**src/rtl/event_frame_writer.sv**
```systemverilog
// Write-side framer for the capture sample FIFO: header, LENGTH samples, trailer per trigger,
// with FIFO back-pressure handling, truncation and saturating count of rejected triggers.
module event_frame_writer #(
    parameter int LEN_W  = 14,
    parameter int DROP_W = 16
) (
    input  logic              CLK,
    input  logic              RESET_N,
    input  logic              ENABLE,
    input  logic              TRIG,
    input  logic [LEN_W-1:0]  LENGTH,
    input  logic [15:0]       SAMPLE,
    input  logic              SAMPLE_VLD,
    input  logic              FIFO_AFULL,
    input  logic              FIFO_FULL,
    output logic [17:0]       FIFO_DATA,
    output logic              FIFO_WE,
    output logic              BUSY,
    output logic [15:0]       EVENT_CNT,
    output logic [DROP_W-1:0] DROP_CNT
);

    // The trailer reports the sample count in a 15-bit field.
    if (LEN_W < 1 || LEN_W > 15) begin : g_len_w_check
        $error("event_frame_writer: LEN_W must be in 1..15");
    end

    typedef enum logic [1:0] {
        IDLE    = 2'd0,
        CAPTURE = 2'd1,
        TRAILER = 2'd2
    } state_t;

    localparam logic [1:0] TAG_HEADER  = 2'b01;
    localparam logic [1:0] TAG_SAMPLE  = 2'b00;
    localparam logic [1:0] TAG_TRAILER = 2'b11;

    state_t            state;
    logic              trig_d;
    logic              trunc;
    logic [LEN_W-1:0]  len_q;
    logic [LEN_W-1:0]  count;
    logic [LEN_W-1:0]  count_inc;
    logic [14:0]       n_written;
    logic              trig_edge;

    function automatic logic [DROP_W-1:0] sat_inc(input logic [DROP_W-1:0] v);
        return (&v) ? v : v + 1'b1;
    endfunction

    function automatic logic [LEN_W-1:0] eff_length(input logic [LEN_W-1:0] l);
        return (l == '0) ? LEN_W'(1) : l;
    endfunction

    assign trig_edge = TRIG & ~trig_d;
    assign count_inc = count + 1'b1;
    assign n_written = 15'(count);
    assign BUSY      = (state != IDLE);

    always_ff @(posedge CLK or negedge RESET_N) begin
        if (!RESET_N) begin
            state     <= IDLE;
            trig_d    <= 1'b0;
            trunc     <= 1'b0;
            len_q     <= '0;
            count     <= '0;
            FIFO_WE   <= 1'b0;
            FIFO_DATA <= '0;
            EVENT_CNT <= '0;
            DROP_CNT  <= '0;
        end else begin
            trig_d  <= TRIG;
            FIFO_WE <= 1'b0;

            unique case (state)
                IDLE: begin
                    if (trig_edge) begin
                        if (ENABLE && !FIFO_AFULL) begin
                            FIFO_WE   <= 1'b1;
                            FIFO_DATA <= {TAG_HEADER, EVENT_CNT};
                            state     <= CAPTURE;
                            count     <= '0;
                            trunc     <= 1'b0;
                            len_q     <= eff_length(LENGTH);
                        end else begin
                            DROP_CNT <= sat_inc(DROP_CNT);
                        end
                    end
                end

                CAPTURE: begin
                    if (trig_edge) DROP_CNT <= sat_inc(DROP_CNT);
                    // FULL is folded in so a write is never issued against a full FIFO.
                    if (FIFO_AFULL || FIFO_FULL) begin
                        trunc <= 1'b1;
                        state <= TRAILER;
                    end else if (SAMPLE_VLD) begin
                        FIFO_WE   <= 1'b1;
                        FIFO_DATA <= {TAG_SAMPLE, SAMPLE};
                        count     <= count_inc;
                        if (count_inc == len_q) state <= TRAILER;
                    end
                end

                TRAILER: begin
                    if (trig_edge) DROP_CNT <= sat_inc(DROP_CNT);
                    if (!FIFO_FULL) begin
                        FIFO_WE   <= 1'b1;
                        FIFO_DATA <= {TAG_TRAILER, trunc, n_written};
                        EVENT_CNT <= EVENT_CNT + 1'b1;
                        state     <= IDLE;
                    end
                end

                default: state <= IDLE;
            endcase
        end
    end

endmodule
```
**config.mk**
```make
export PLATFORM = sky130hd
export DESIGN_NAME = event_frame_writer
export DESIGN_NICKNAME = d
export VERILOG_FILES = /design/src/rtl/event_frame_writer.sv
export SDC_FILE = /design/constraint.sdc
export NUM_CORES = 1
export LEC_CHECK = 0
export ABC_CLOCK_PERIOD_IN_PS = 3200
export CAP_MARGIN = 15
export CELL_PAD_IN_SITES_DETAIL_PLACEMENT = 0
export CELL_PAD_IN_SITES_GLOBAL_PLACEMENT = 1
export CORE_UTILIZATION = 40
export CTS_BUF_LIST = sky130_fd_sc_hd__clkbuf_4 sky130_fd_sc_hd__clkbuf_8 sky130_fd_sc_hd__clkbuf_16
export CTS_CLUSTER_DIAMETER = 200
export DETAILED_ROUTE_END_ITERATION = 10
export PLACE_DENSITY_LB_ADDON = 0.3
export SLEW_MARGIN = 20
export SYNTH_ARGS = -nofsm -noshare
export SYNTH_HDL_FRONTEND = slang
export SYNTH_SLANG_ARGS = --single-unit
```
**constraint.sdc**
```tcl
create_clock -name CLK -period 3.2 [get_ports CLK]
set_input_delay 0.96 -clock CLK [delete_from_list [all_inputs] [get_ports CLK]]
set_output_delay 0.96 -clock CLK [all_outputs]
set_load 0.1 [all_outputs]
```
==> results.md, run 1 <==
* Vias after detailed routing at 3,584
* Nets at 574
* Drt first pass iters at 5
* Pin count of the biggest net entering global routing at 36
* WP data arrival at 2.99 ns
* Port Buffers at 88
* Sequential cell area fraction in the yosys report at 47.5%
* Number of core rows at 37
* Top-level I/O count at 89
* TritonCTS Buffers at 9
* Residual DRC at 0
* Vias in the first global route at 3,474
* Maxcap violations at 0
* Synth Instances at 444
* Slew HR at 56.8%
* Die X-Extent at 107 µm
* GRT overflow at 0
* CTS clk-pin slew, worst paths at 0.10 ns
* CP peak stage delay at 0.45 ns
* Slowest CP cell: clkdlybuf4s50_1
* Clock sink count at 83
* M1 GR Usage at 27.1%
* Top Usage Layer GRT: met2
* Final-report hold violation count at 0
* Flops & latches, synth at 83
* Ys Warns at 0
* Critical path launch point type: input port
* Worst EP required at 3.49 ns
* Crit path kind: in2reg
* Die ar. at 11,400 µm²
* Top delay family on crit path: compound AO/OA/AOI/OAI gates
* Power Dens Cells at 967 nW/µm²
* Root Driver: clkbuf_8
* Footprint of the multi-input gates at 2100 µm²
* Max VDD drop at 0.000697 V
* Post-CTS sizing at 0
* Cell variety after synth at 52
* Max Clk Rate at 0.370 GHz
* Status: completed
* Met3 Track Usage GR at 4.44%
* CTS Hold Buffers Added at 0
* Setup violators final at 0
* Final min period at 2.70 ns
* Worst min-delay path class: reg2reg
* Post-CTS Setup Inserts at 0
* Netlist Area Pre-Place at 4370 µm²
* FF/Latch Area at 2080 µm²
* Fin crit share at 84.5%
* Die height at 107 µm
* Area post-placement at 5200 µm²
* Initial drt markers at 135
* Unrepaired setup endpoints after global routing: false
* Fraction of layout cells with a size suffix above 1 at 18.9%
* Worst-Margin Slew at 0.647 ns
* CP Capture Type: flop
* Worst path bufs/invs at 1
* Initial Util at 41.8%
* # fillers at 1,031
* H-tree depth at 3
* Critical path peak fanout at 4
* CTS tree: built
* Syn avg cell area at 9.85 µm²
* Initial antenna violation count at 0
* First-pass GRT wire length at 17,800 µm
* Max Root-Sink Buffers at 2
* Final wirelength at 10,800 µm
* Final Skew at 0.0142 ns
* Leakage at 2.46 nW
* Global Route Usage Sum at 20.2%
* Routability congestion estimate at 0.873
* GR Util met2 at 32.4%
* Vias per cell at 5.36
* CORE AREA at 10,500 µm²
* Worst hold slack at 0.494 ns
* Synth Net Count at 490
* Fin area at 5400 µm²
* Diodes inserted at 0
* Wirelength per Cell at 16.1 µm
* Final slew viol count at 0
* Post-DRT Antenna Nets at 0
* Setup TNS at 0 ns
* Area grow syn2layout at 23.4%
* CP cell instances: clkdlybuf4s50_1, nand2b_1, o21ai_2, nand2_1, a2111o_1, nor4_1, a41o_1, mux2i_1
* Clk Latency, worst-skew pair at 0.36 ns
* DPL Wire Length at 8060 µm
-- Yosys cell counts, drive strengths merged --
master / n / area [µm²]
inv: 11 / 41.3
and4: 4 / 35.0
o21ai: 51 / 259
a2111o: 1 / 11.3
o21bai: 1 / 7.51
a21oi: 5 / 25.0
nand4b: 1 / 8.76
o31ai: 6 / 45.0
bufbuf: 1 / 32.5
a311oi: 1 / 8.76
or3b: 1 / 8.76
or2: 1 / 6.26
or3: 1 / 6.26
nor2b: 2 / 12.5
mux2: 16 / 180
nor4: 3 / 18.8
a31oi: 3 / 25.0
o41ai: 3 / 26.3
nand2b: 8 / 50.1
buf: 3 / 30.0
clkbuf: 20 / 96.3
xor2: 22 / 193
nor2: 23 / 86.3
a22oi: 16 / 120
o211ai: 2 / 20.0
nor3: 4 / 20.0
nand2: 63 / 236
dfrtp: 83 / 2080
o31a: 1 / 8.76
a41oi: 1 / 8.76
ha: 9 / 113
or2b: 2 / 16.3
a41o: 1 / 10.0
o22ai: 2 / 12.5
o22a: 1 / 10.0
nand4: 13 / 81.3
xnor2: 26 / 228
nand3: 16 / 85.1
mux2i: 3 / 30.0
a211o: 1 / 8.76
and2: 3 / 18.8
and3: 9 / 56.3
-- placed cells by master, fill, tap and decap left out, types with 4 or more instances in the layout --
master / count
ha_1: 9
nor3_1: 4
and4_1: 4
and3_1: 9
a22oi_1: 16
inv_1: 11
nand3_1: 15
xor2_1: 22
buf_4: 62
dfrtp_1: 83
o31ai_1: 6
nand2_1: 63
a21oi_1: 5
mux2_2: 16
nand2b_1: 8
nand4_1: 13
xnor2_1: 26
o21ai_0: 49
nor2_1: 23
clkbuf_8: 11
clkdlybuf4s50_1: 35
-- final timing paths --
kind / from / to / slack [ns] / cells past startpoint
max: FIFO_AFULL / state[0]$_DFFE_PN0P_ / 0.50 / 8
min: FIFO_DATA[1]$_DFFE_PN0P_ / FIFO_DATA[1]$_DFFE_PN0P_ / 0.49 / 2
max reg2reg: count[0]$_DFFE_PN0P_ / state[0]$_DFFE_PN0P_ / 0.53 / 8
min reg2reg: FIFO_DATA[1]$_DFFE_PN0P_ / FIFO_DATA[1]$_DFFE_PN0P_ / 0.49 / 2
max in group asynchronous: RESET_N / DROP_CNT[5]$_DFFE_PN0P_ / 2.03 / 2
min in group asynchronous: RESET_N / count[10]$_DFFE_PN0P_ / 0.54 / 1
-- per-stage QoR --
step / setup slack, ns / instances / utilization (%) / power, W
floorplan: 0.562 / 444 / - / 0.00378
global placement: 0.279 / 653 / 49.7 / 0.00445
detailed placement: 0.127 / 653 / 49.7 / 0.00450
CTS: 0.501 / 669 / 51.6 / 0.00525
global route: 0.330 / 669 / 51.6 / 0.00554
finish: 0.495 / 669 / 51.6 / 0.00522
-- layer usage --
| metal | share of wire (%) | routed length (µm) |
|---|---|---|
| met1 | 45 | 4850 |
| met2 | 48 | 5180 |
| met3 | 5.1 | 546 |
| met4 | 1.6 | 176 |
| met5 | 0 | 0 |
-- sequential cells by signal (all words and copies together), names as in the netlist --
register and count:
FIFO_DATA 18, DROP_CNT 16, EVENT_CNT 16, count 14, len_q 14, state 2
FIFO_WE 1, trig_d 1, trunc 1
-- power breakdown --
group          switching (W)  leakage, nW  internal (W)  total [W]
combinational        0.00208         1.28      0.000790    0.00286
clock               0.000416       0.0941      0.000334   0.000750
sequential          0.000276         1.09       0.00133    0.00160
-- area by class of cell --
cell class                 instances  area share, %
inverter                          11          0.765
clock buffer                      11           2.81
tap                              136           3.15
sequential                        83           38.5
multi-input combinational        326           38.9
timing repair buffer              97           15.1
clock inverter                     5          0.811
-- cells by family after synthesis --
group	after synthesis	share of synthesized area, %
AOI/OAI and AO/OA	96	13.9
xor gates and xnor gates	48	9.61
adders and majority gates	9	2.57
buffers and inverters	35	4.58
DFF	83	47.5
muxes	19	4.81
and+or+nand+nor	154	17.1
-- tightest hold or removal path: cells and delay by family, from the launching register on --
kind,cells,cell delay [ns]
DFF,1,0.35
and+or+nand+nor,1,0.04
AOI/OAI and AO/OA,1,0.06
Note: power is estimated with default switching activity, not from simulation.
==> run 2, diff against run 1 <==
--- a/config.mk
+++ b/config.mk
@@ -5,7 +5,7 @@
 export SDC_FILE = /design/constraint.sdc
 export NUM_CORES = 1
 export LEC_CHECK = 0
-export ABC_CLOCK_PERIOD_IN_PS = 3200
+export ABC_CLOCK_PERIOD_IN_PS = 2650
 export CAP_MARGIN = 15
 export CELL_PAD_IN_SITES_DETAIL_PLACEMENT = 0
 export CELL_PAD_IN_SITES_GLOBAL_PLACEMENT = 1
==> constraint.sdc (replaced) <==
create_clock -name CLK -period 2.65 [get_ports CLK]
set_input_delay 0.795 -clock CLK [delete_from_list [all_inputs] [get_ports CLK]]
set_output_delay 0.795 -clock CLK [all_outputs]
set_load 0.1 [all_outputs]
==> results.md, run 2 (synthesis results as in run 1) <==
* Status: completed
* CP Capture Type: flop
* Diodes inserted at 0 (unchanged)
* Final slew viol count at 0 (unchanged)
* Core Util, Final at 53.0% (+1.5 points)
* Setup TNS at 0 ns (unchanged)
* Met3 Track Usage GR at 4.38% (-0.061 points)
* Max FFs per register at 18 (unchanged)
* Global Route Usage Sum at 20.0% (-0.19 points)
* Routability congestion estimate at 0.843 (-3.5%)
* Worst EP required at 2.93 ns (-0.56 ns)
* Vias after detailed routing at 3,557 (-0.75%)
* Maxcap violations at 0 (unchanged)
* H-tree depth at 3 (unchanged)
* Initial Util at 41.8% (unchanged)
* Worst-Margin Slew at 0.545 ns (-0.102 ns)
* Clk Latency, worst-skew pair at 0.35 ns (about the same)
* CORE AREA at 10,500 µm² (unchanged)
* Setup slack, reg-to-reg at 0.19 ns (-0.34 ns)
* Reg2reg start: count[0]$_DFFE_PN0P_
* Post-CTS Setup Inserts at 0 (unchanged)
* Die X-Extent at 107 µm (unchanged)
* TritonCTS Buffers at 9 (unchanged)
* Critical path peak fanout at 6 (+2)
* GR Util met2 at 33.1% (+0.65 points)
* Largest Register: FIFO_DATA
* Slew HR at 63.6% (+6.8 points)
* Top-level I/O count at 89 (unchanged)
* Post-DRT Antenna Nets at 0 (unchanged)
* CTS tree: built
* DPL Wire Length at 8030 µm (-0.41%)
* Number of core rows at 37 (unchanged)
* Initial drt markers at 137 (+1.5%)
* Registers with the most flip-flops: FIFO_DATA x18, DROP_CNT x16, EVENT_CNT x16
* Drt first pass iters at 5 (unchanged)
* Leakage at 2.54 nW (+3.5%)
* Pin count of the biggest net entering global routing at 41 (+14%)
* Wirelength per Cell at 15.7 µm (-2.5%)
* Final wirelength at 10,700 µm (-0.73%)
* Tot Pwr at 0.00646 W (+24%)
* Most frequent cells in the layout: 83 x dfrtp_1, 70 x buf_4, 63 x nand2_1
* Top Usage Layer GRT: met2
* RR Endpoint: state[0]$_DFFE_PN0P_
* Final min period at 2.46 ns
* Clock sink count at 83 (unchanged)
* Commonest non-fill, non-tap cell in the layout: dfrtp_1
* GRT overflow at 0 (unchanged)
* CTS clk-pin slew, worst paths at 0.09 ns (about the same)
* Critical path launch point type: flop
* First-pass GRT wire length at 17,900 µm (+0.47%)
* Worst R2R Path Depth at 8 (unchanged)
* Unrepaired setup endpoints after global routing: false
* WP data arrival at 2.73 ns (-0.26 ns)
* Residual DRC at 0 (unchanged)
* Die height at 107 µm (unchanged)
* Power Dens Cells at 1160 nW/µm² (+20%)
* Max Root-Sink Buffers at 2 (unchanged)
* Worst min-delay path class: in2async
* Fraction of layout cells with a size suffix above 1 at 21.1% (+2.2 points)
* Port Buffers at 88 (unchanged)
* Max Clk Rate at 0.407 GHz
* Final-report hold violation count at 0 (unchanged)
* Initial antenna violation count at 0 (unchanged)
* Vias per cell at 5.22 (-2.5%)
* Area grow syn2layout at 26.9%
* Crit path kind: reg2reg
* M1 GR Usage at 26.5% (-0.55 points)
* Nets at 586 (+2.1%)
* Max VDD drop at 0.000789 V (+13%)
* Root Driver: clkbuf_8
* Fin crit share at 92.7%
* Die ar. at 11,400 µm² (unchanged)
* Final Skew at 0.00991 ns (-0.00432 ns)
* Setup violators final at 0 (unchanged)
* Vias in the first global route at 3,528 (+1.6%)
* Worst hold slack at 0.419 ns (-0.0751 ns)
## run 2: cell types whose count changed in the layout (fill, tap and decap cells not counted), sizes merged
cell / previous run / this run
clkbuf: 11 / 9
clkinvlp: 2 / 0
bufinv: 0 / 1
clkinv: 1 / 3
buf: 62 / 74
inv: 13 / 14
## run 2: how the worst max path moves through the flow
stage,slack [ns],to,from
4_1_cts,0.11,state[0]$_DFFE_PN0P_,count[0]$_DFFE_PN0P_
3_3_place_gp,-0.05,DROP_CNT[9]$_DFFE_PN0P_,FIFO_AFULL
2_1_floorplan,0.01,len_q[10]$_DFFE_PN0P_,state[0]$_DFFE_PN0P_
3_5_place_dp,-0.16,state[0]$_DFFE_PN0P_,FIFO_AFULL
6_report,0.19,state[0]$_DFFE_PN0P_,count[0]$_DFFE_PN0P_
5_1_grt,0.02,state[0]$_DFFE_PN0P_,count[0]$_DFFE_PN0P_
## run 2: area by class of cell
type / instances / area, µm²
clock buffers: 9 / 124
clock inverters: 7 / 75.1
fillers: 990 / 4910
inverters: 11 / 41.3
multi-input cells: 326 / 2110
flip-flops and latches: 83 / 2080
well taps: 136 / 170
repair buffers: 109 / 956
## run 2: layer usage
metal	vias up	wire (µm)
met1	1714	5020
met3	12	449
met5	-	0
met2	79	5070
met4	0	144
li1	1752	-
## run 2: what timing repair did
| item | in CTS | in global routing |
|---|---|---|
| resized for setup | 0 | 2 |
| setup endpoints to repair | 0 | 2 |
| hold buffers | 0 | 0 |
| endpoints found under the hold margin | 0 | 0 |
## run 2: power by group
part	leakage [nW]	switching, W	total, W	internal, W
sequential	1.09	0.000310	0.00191	0.00160
clock	0.104	0.000484	0.000928	0.000444
combinational	1.35	0.00254	0.00362	0.00108
## run 2: critical path, cell delays in order (launching register included)
cell and delay (ns):
dfrtp_1 0.39, ha_2 0.22, nand2b_1 0.18, o211ai_2 0.07, or3b_1 0.35, a2111o_1 0.44
nor4_2 0.29, a41o_1 0.25, mux2i_1 0.19
## run 2: metrics by stage
step	worst slack [ns]	cells	area [µm²]
6_report	0.194	681	5550
5_1_grt	0.0233	681	5550
4_1_cts	0.107	681	5540
3_5_place_dp	-0.160	665	5340
3_3_place_gp	-0.0458	665	5340
2_1_floorplan	0.0116	444	4370
